===== src/rtl/mem_pkg.sv =====
// Shared memory-stage definitions: access size encodings, op-field layout and
// store-side byte-lane helpers.
package mem_pkg;

    localparam int DATA_W = 32;
    localparam int ADDR_W = 32;
    localparam int STRB_W = 4;

    localparam logic [1:0] MEM_SZ_B = 2'b00;
    localparam logic [1:0] MEM_SZ_H = 2'b01;
    localparam logic [1:0] MEM_SZ_W = 2'b10;

    localparam int OP_W       = 3;
    localparam int OP_SZ_LSB  = 0;
    localparam int OP_SZ_MSB  = 1;
    localparam int OP_UNS_BIT = 2;

    typedef struct packed {
        logic            we;
        logic [OP_W-1:0] op;
        logic [1:0]      addr_lo;
    } mem_meta_t;

    function automatic logic [STRB_W-1:0] size_strb(input logic [1:0] sz);
        case (sz)
            MEM_SZ_B: return 4'b0001;
            MEM_SZ_H: return 4'b0011;
            MEM_SZ_W: return 4'b1111;
            default:  return 4'b1111;
        endcase
    endfunction

    function automatic logic [DATA_W-1:0] replicate_wdata(input logic [1:0] sz,
                                                          input logic [DATA_W-1:0] wd);
        case (sz)
            MEM_SZ_B: return {4{wd[7:0]}};
            MEM_SZ_H: return {2{wd[15:0]}};
            default:  return wd;
        endcase
    endfunction

endpackage


===== src/rtl/load_align.sv =====
// Shifts raw bus read data down to the accessed byte lane and sign/zero
// extends byte and half loads.
module load_align
    import mem_pkg::*;
(
    input  logic [DATA_W-1:0] rdata,
    input  logic [1:0]        addr_lo,
    input  logic [OP_W-1:0]   op,
    output logic [DATA_W-1:0] data
);

    logic [DATA_W-1:0] shifted;
    logic              ext;

    always_comb begin
        shifted = rdata >> {addr_lo, 3'b000};
        ext     = 1'b0;
        data    = shifted;
        case (op[OP_SZ_MSB:OP_SZ_LSB])
            MEM_SZ_B: begin
                ext  = !op[OP_UNS_BIT] && shifted[7];
                data = {{24{ext}}, shifted[7:0]};
            end
            MEM_SZ_H: begin
                ext  = !op[OP_UNS_BIT] && shifted[15];
                data = {{16{ext}}, shifted[15:0]};
            end
            default: data = shifted;
        endcase
    end

endmodule


===== src/rtl/mem_access_queue.sv =====
// Non-blocking memory stage: issues up to DEPTH sram-like bus transactions,
// captures responses in request order and retires them in order toward WB.
module mem_access_queue
    import mem_pkg::*;
#(
    parameter int DEPTH  = 4,
    parameter int DEST_W = 5,
    parameter int PC_W   = 32
) (
    input  logic                    clk,
    input  logic                    rst,
    input  logic                    in_valid,
    output logic                    in_ready,
    input  logic                    in_we,
    input  logic [OP_W-1:0]         in_op,
    input  logic [ADDR_W-1:0]       in_addr,
    input  logic [DATA_W-1:0]       in_wdata,
    input  logic [DEST_W-1:0]       in_dest,
    input  logic [PC_W-1:0]         in_pc,
    input  logic                    flush,
    output logic                    req,
    output logic                    wr,
    output logic [1:0]              size,
    output logic [ADDR_W-1:0]       addr,
    output logic [STRB_W-1:0]       wstrb,
    output logic [DATA_W-1:0]       wdata,
    input  logic                    addr_ok,
    input  logic                    data_ok,
    input  logic [DATA_W-1:0]       rdata,
    output logic                    out_valid,
    input  logic                    out_ready,
    output logic [DATA_W-1:0]       out_data,
    output logic [DEST_W-1:0]       out_dest,
    output logic                    out_we,
    output logic [PC_W-1:0]         out_pc,
    output logic [$clog2(DEPTH):0]  inflight,
    output logic                    resp_err
);

    localparam int PTR_W = $clog2(DEPTH);
    localparam int CNT_W = PTR_W + 1;

    logic [PTR_W-1:0]  head_ptr, tail_ptr, resp_ptr;
    logic [CNT_W-1:0]  count;
    logic [DEPTH-1:0]  e_valid, e_done, e_poison;
    mem_meta_t         e_meta [DEPTH];
    logic [DEST_W-1:0] e_dest [DEPTH];
    logic [PC_W-1:0]   e_pc   [DEPTH];
    logic [DATA_W-1:0] e_data [DEPTH];

    logic              full, alloc, beat_ok, head_done, pop;
    logic [DATA_W-1:0] aligned;

    // Handshakes: a transfer happens in a cycle where both sides are high --
    // req&&addr_ok on the bus (mirrored as in_ready to EX), out_valid&&out_ready
    // toward WB. Valid never waits on ready; data_ok has no back-pressure.
    assign full     = (count == CNT_W'(DEPTH));
    assign req      = in_valid && !full && !flush && !rst;
    assign alloc    = req && addr_ok;
    assign in_ready = alloc;

    assign size  = in_op[OP_SZ_MSB:OP_SZ_LSB];
    assign addr  = in_addr;
    assign wstrb = in_we ? (size_strb(size) << in_addr[1:0]) : '0;
    assign wr    = |wstrb;
    assign wdata = replicate_wdata(size, in_wdata);

    // A beat only counts if the entry it lands on is still waiting for data.
    assign beat_ok   = data_ok && e_valid[resp_ptr] && !e_done[resp_ptr];
    assign head_done = e_valid[head_ptr] && e_done[head_ptr];
    assign out_valid = head_done && !e_poison[head_ptr];
    assign pop       = (out_valid && out_ready) || (head_done && e_poison[head_ptr]);

    assign out_data = e_data[head_ptr];
    assign out_dest = e_dest[head_ptr];
    assign out_we   = e_meta[head_ptr].we;
    assign out_pc   = e_pc[head_ptr];
    assign inflight = count;

    load_align u_load_align (
        .rdata   (rdata),
        .addr_lo (e_meta[resp_ptr].addr_lo),
        .op      (e_meta[resp_ptr].op),
        .data    (aligned)
    );

    always_ff @(posedge clk or posedge rst) begin
        if (rst) begin
            head_ptr <= '0;
            tail_ptr <= '0;
            resp_ptr <= '0;
            count    <= '0;
            e_valid  <= '0;
            e_done   <= '0;
            e_poison <= '0;
            resp_err <= 1'b0;
        end else begin
            if (flush) begin
                e_poison <= e_poison | e_valid;
            end
            if (beat_ok) begin
                e_done[resp_ptr] <= 1'b1;
                resp_ptr         <= resp_ptr + PTR_W'(1);
            end else if (data_ok) begin
                resp_err <= 1'b1;
            end
            if (pop) begin
                e_valid[head_ptr]  <= 1'b0;
                e_done[head_ptr]   <= 1'b0;
                e_poison[head_ptr] <= 1'b0;
                head_ptr           <= head_ptr + PTR_W'(1);
            end
            // alloc never coincides with flush, and never targets the head slot while it pops.
            if (alloc) begin
                e_valid[tail_ptr]  <= 1'b1;
                e_done[tail_ptr]   <= 1'b0;
                e_poison[tail_ptr] <= 1'b0;
                tail_ptr           <= tail_ptr + PTR_W'(1);
            end
            count <= count + CNT_W'(alloc) - CNT_W'(pop);
        end
    end

    always_ff @(posedge clk) begin
        if (alloc) begin
            e_meta[tail_ptr] <= '{we: in_we, op: in_op, addr_lo: in_addr[1:0]};
            e_dest[tail_ptr] <= in_dest;
            e_pc[tail_ptr]   <= in_pc;
        end
        if (beat_ok) begin
            e_data[resp_ptr] <= e_meta[resp_ptr].we ? '0 : aligned;
        end
    end

endmodule

===== config.mk =====
export PLATFORM = sky130hd
export DESIGN_NAME = mem_access_queue
export DESIGN_NICKNAME = d
export VERILOG_FILES = /design/src/rtl/mem_pkg.sv /design/src/rtl/load_align.sv /design/src/rtl/mem_access_queue.sv
export SDC_FILE = /design/constraint.sdc
export NUM_CORES = 1
export LEC_CHECK = 0
export BUFFER_PORTS_ARGS = -buffer_cell sky130_fd_sc_hd__buf_2
export CORE_AREA = 2 2 188 190
export CTS_CLUSTER_SIZE = 40
export DETAILED_ROUTE_END_ITERATION = 7
export DIE_AREA = 0 0 190 192
export HOLD_SLACK_MARGIN = 0.06
export PLACE_DENSITY_LB_ADDON = 0.1
export SLEW_MARGIN = 20
export SYNTH_ARGS = -nofsm -noshare
export SYNTH_HDL_FRONTEND = slang
export SYNTH_SLANG_ARGS = --single-unit

===== constraint.sdc =====
create_clock -name clk -period 4.9 [get_ports clk]
set_input_delay 0.735 -clock clk [delete_from_list [all_inputs] [get_ports clk]]
set_output_delay 0.735 -clock clk [all_outputs]
set_load 0.02 [all_outputs]

==> results.sh <==
export IMPL_wl_per_cell_um=22.0
export IMPL_grt_pass1_vias=7967
export IMPL_power_static_leakage_nw=5.81
export IMPL_syn_area_per_cell_um2=19.0
export IMPL_cp_end_kind="output pin"
export IMPL_root_buffer="clkbuf_16"
export IMPL_p_int_mw=6.25
export IMPL_die_y_um=192
export IMPL_synth_area_um2=13600
export IMPL_post_route_min_period_ps=3750
export IMPL_cts_max_path_buffers=3
export IMPL_dp_hpwl_mm=20.4
export IMPL_setup_viol=0
export IMPL_post_route_period_util_pct=76.5
export IMPL_clkPwrFrac_pct=29.4
export IMPL_routed_wl_mm=30.9
export IMPL_holdBufCountCts=0
export IMPL_crit_fanout=45
export IMPL_synth_area_leaders="edfxtp_1 66%, mux4_2 13%, dfrtp_1 4.0%"
export IMPL_p_per_area_nw_per_um2=569
export IMPL_cts_buffers=38
export IMPL_core_area_um2=34300
export IMPL_netSwitchingPower_mw=2.95
export IMPL_status="finished clean"
export IMPL_htreeDepth=2
export IMPL_finalHoldViolCount=0
export IMPL_ys_warn_count=0
export IMPL_io_buffers=231
export IMPL_ant_nets=0
export IMPL_gr_usage_all_layers_pct=17.0
export IMPL_fin_setup_tns_ps=0
export IMPL_max_freq_ghz=0.267
export IMPL_worst_slew_pin_slew_ps=946
export IMPL_grt_max_degree=46
export IMPL_cts_resized=0
export IMPL_fin_nets=1076
export IMPL_start_util_pct=39.8
export IMPL_clkTransAtPathRegs_ps=50
export IMPL_final_max_slew_viol_count=0
export IMPL_grt_pass1_wl_mm=46.9
export IMPL_antenna_found_initial=4
export IMPL_rr_worst_depth=4
export IMPL_place_area_um2=14900
export IMPL_yosysTopAreaCell="edfxtp_1"
export IMPL_skew_ps=17.6
export IMPL_multi_input_area_um2=3540
export IMPL_p_comb_share_pct=31.0
export IMPL_max_vdd_ir_drop_uv=331
export IMPL_seq_area_um2=9570
export IMPL_synth_edf_count=300
export IMPL_viasPerCell=5.23
export IMPL_clk_latency_ps=510
export IMPL_firstDrtPassIters=4
export IMPL_cts_setup_buffers=0
export IMPL_rsz0062_at_grt="no"
export IMPL_cts_tree="built"
export IMPL_drc=0
export IMPL_timing_slew_headroom_pct=36.9
export IMPL_rows=68
export IMPL_arrival_ps=3010
export IMPL_async_reset_ff_share_pct=6.83
export IMPL_yosysSeqAreaShare_pct=70.1
export IMPL_max_cap_viol_count=0
export IMPL_startpoint_type="register"
export IMPL_layout_drive_gt1_share_pct=45.3
export IMPL_io_pins=292
export IMPL_gp_congestion=0.861
export IMPL_synth_cell_types=45
export IMPL_area_growth_pct=18.5
export IMPL_tritoncts_num_sinks=322
export IMPL_synth_top_area_share_pct=66.1
export IMPL_drtIter0Drc=406
export IMPL_final_area_um2=16200
export IMPL_min_path_type="input pin to asynchronous set/reset pin"
export IMPL_dieWidth_um=190
export IMPL_num_vias=7324
export IMPL_seq_power_share_pct=39.6
export IMPL_synthCells=716
export IMPL_required_ps=4160
export IMPL_grt_ovfl_total=0
export IMPL_crit_type="register to output pin"
export IMPL_syn_nets=875
export IMPL_die_area_um2=36500
export IMPL_fillers=2965
export IMPL_synth_flop_cell="edfxtp_1"
export IMPL_switching_share_pct=32.0
export IMPL_synth_seq_cells=322
-- power groups by stage --
| stage | registers (mW) | logic [mW] | clock network (mW) |
|---|---|---|---|
| final | 3.64 | 2.85 | 2.70 |
| after global routing | 3.69 | 3.10 | 2.90 |
| after CTS | 3.66 | 2.92 | 2.78 |
| after detailed placement | 3.71 | 2.90 | 0 |
| after global placement | 3.70 | 2.86 | 0 |
| after floorplan | 3.53 | 2.23 | 0 |
-- layout by cell type, fill, tap and decap left out, types with 3 or more instances in the layout --
| cell | netlist | final |
|---|---|---|
| mux2_2 | 35 | 35 |
| inv_1 | 14 | 14 |
| buf_4 | 43 | 8 |
| bufinv_16 | 0 | 4 |
| mux4_2 | 79 | 79 |
| nor2_1 | 4 | 4 |
| edfxtp_1 | 300 | 300 |
| nor3_1 | 10 | 10 |
| o21ai_0 | 14 | 14 |
| and3_2 | 0 | 7 |
| o2bb2ai_1 | 8 | 8 |
| a21oi_1 | 11 | 11 |
| clkbuf_1 | 16 | 9 |
| nand3_1 | 4 | 4 |
| ha_1 | 14 | 14 |
| and2_1 | 6 | 6 |
| nor3b_1 | 3 | 3 |
| xnor2_1 | 4 | 4 |
| a31oi_1 | 6 | 6 |
| a21o_1 | 5 | 5 |
| clkinv_2 | 0 | 3 |
| mux2i_1 | 17 | 17 |
| clkbuf_16 | 0 | 39 |
| nand2_1 | 27 | 27 |
| a221oi_1 | 8 | 8 |
| a211oi_1 | 9 | 9 |
| or2_2 | 8 | 8 |
| buf_2 | 8 | 231 |
| nor2b_1 | 3 | 3 |
| clkinv_1 | 0 | 8 |
| dfrtp_1 | 22 | 20 |
-- worst max-delay path, stage by stage (launching register included) --
cell	delay, ps
dfrtp_4	800
buf_4	820
mux4_2	640
buf_2	180
-- flip-flops by register name, summed over array words and instances, names as in the netlist, 3 cells and up --
name and cells:
e_pc 128, e_meta 24, inflight 3, e_data 128, e_dest 20, e_poison 4, e_valid 4, e_done 4
-- per-stage QoR --
| stage | hold WS, ps | cells | util [%] | setup slack, ps | total power [mW] |
|---|---|---|---|---|---|
| 2_1_floorplan | 478 | 716 | - | 1550 | 5.77 |
| 3_3_place_gp | 462 | 1332 | 43.6 | 1530 | 6.56 |
| 3_5_place_dp | 464 | 1332 | 43.6 | 1470 | 6.62 |
| 4_1_cts | 410 | 1399 | 47.1 | 991 | 9.35 |
| 5_1_grt | 424 | 1399 | 47.1 | 837 | 9.68 |
| 6_report | 428 | 1401 | 47.1 | 1150 | 9.20 |
-- cells by family after synthesis --
family | count (synthesis) | share of synthesized area, %
muxes | 132 | 17.3
AOI/OAI and AO/OA | 70 | 3.74
and+or+nand+nor | 80 | 3.13
xor gates and xnor gates | 5 | 0.321
DFF | 322 | 70.1
adders and majority gates | 15 | 1.43
buffers and inverters | 92 | 3.96
-- cells in the mapped netlist, types with 2 or more instances --
cell	instances
a21o_1	5
nand2b_1	2
a221oi_1	8
o21ai_0	14
mux2_2	35
mux2i_1	17
a31oi_1	6
o21ai_2	2
dfrtp_1	22
buf_6	3
nor2b_1	3
buf_2	8
clkbuf_1	16
xnor2_1	4
nor2_1	4
and3_1	8
nand2_1	27
nor3_1	10
buf_4	43
ha_1	14
buf_1	8
a211oi_1	9
o21a_1	2
mux4_2	79
inv_1	14
or2_2	8
o2bb2ai_1	8
and2_1	6
nor3b_1	3
nand3_1	4
a21oi_1	11
edfxtp_1	300
-- final cells by class --
| class | instances | area share, % |
|---|---|---|
| Sequential cell | 322 | 59.2 |
| Multi-Input combinational cell | 302 | 21.9 |
| Timing Repair Buffer | 239 | 7.52 |
| Clock buffer | 48 | 6.25 |
| Tap cell | 455 | 3.52 |
| Clock inverter | 19 | 1.23 |
| Inverter | 14 | 0.325 |
| Antenna cell | 2 | 0.0310 |
-- per-layer routing --
| layer | vias up | track usage [%] | share of wire (%) | wire [um] |
|---|---|---|---|---|
| li1 | 3262 | - | - | - |
| met3 | 59 | 4.68 | 7.9 | 2430 |
| met1 | 3753 | 21.1 | 40 | 12300 |
| met4 | 6 | 4.50 | 1.8 | 557 |
| met2 | 244 | 29.3 | 50 | 15500 |
| met5 | - | 0 | 0.12 | 37 |
-- path summary, 6_finish.rpt --
check	from	to	slack (ps)
max in group asynchronous	rst	head_ptr[1]	3810
max reg2reg	resp_ptr[0]	e_data[3][21]	1510
min in group clk	in_pc[19]	e_pc[2][19]	440
max	head_ptr[0]	out_data[25]	1150
min reg2reg	resp_err	resp_err	460
min	rst	inflight[1]	430
(Power assumes the default switching activity.)
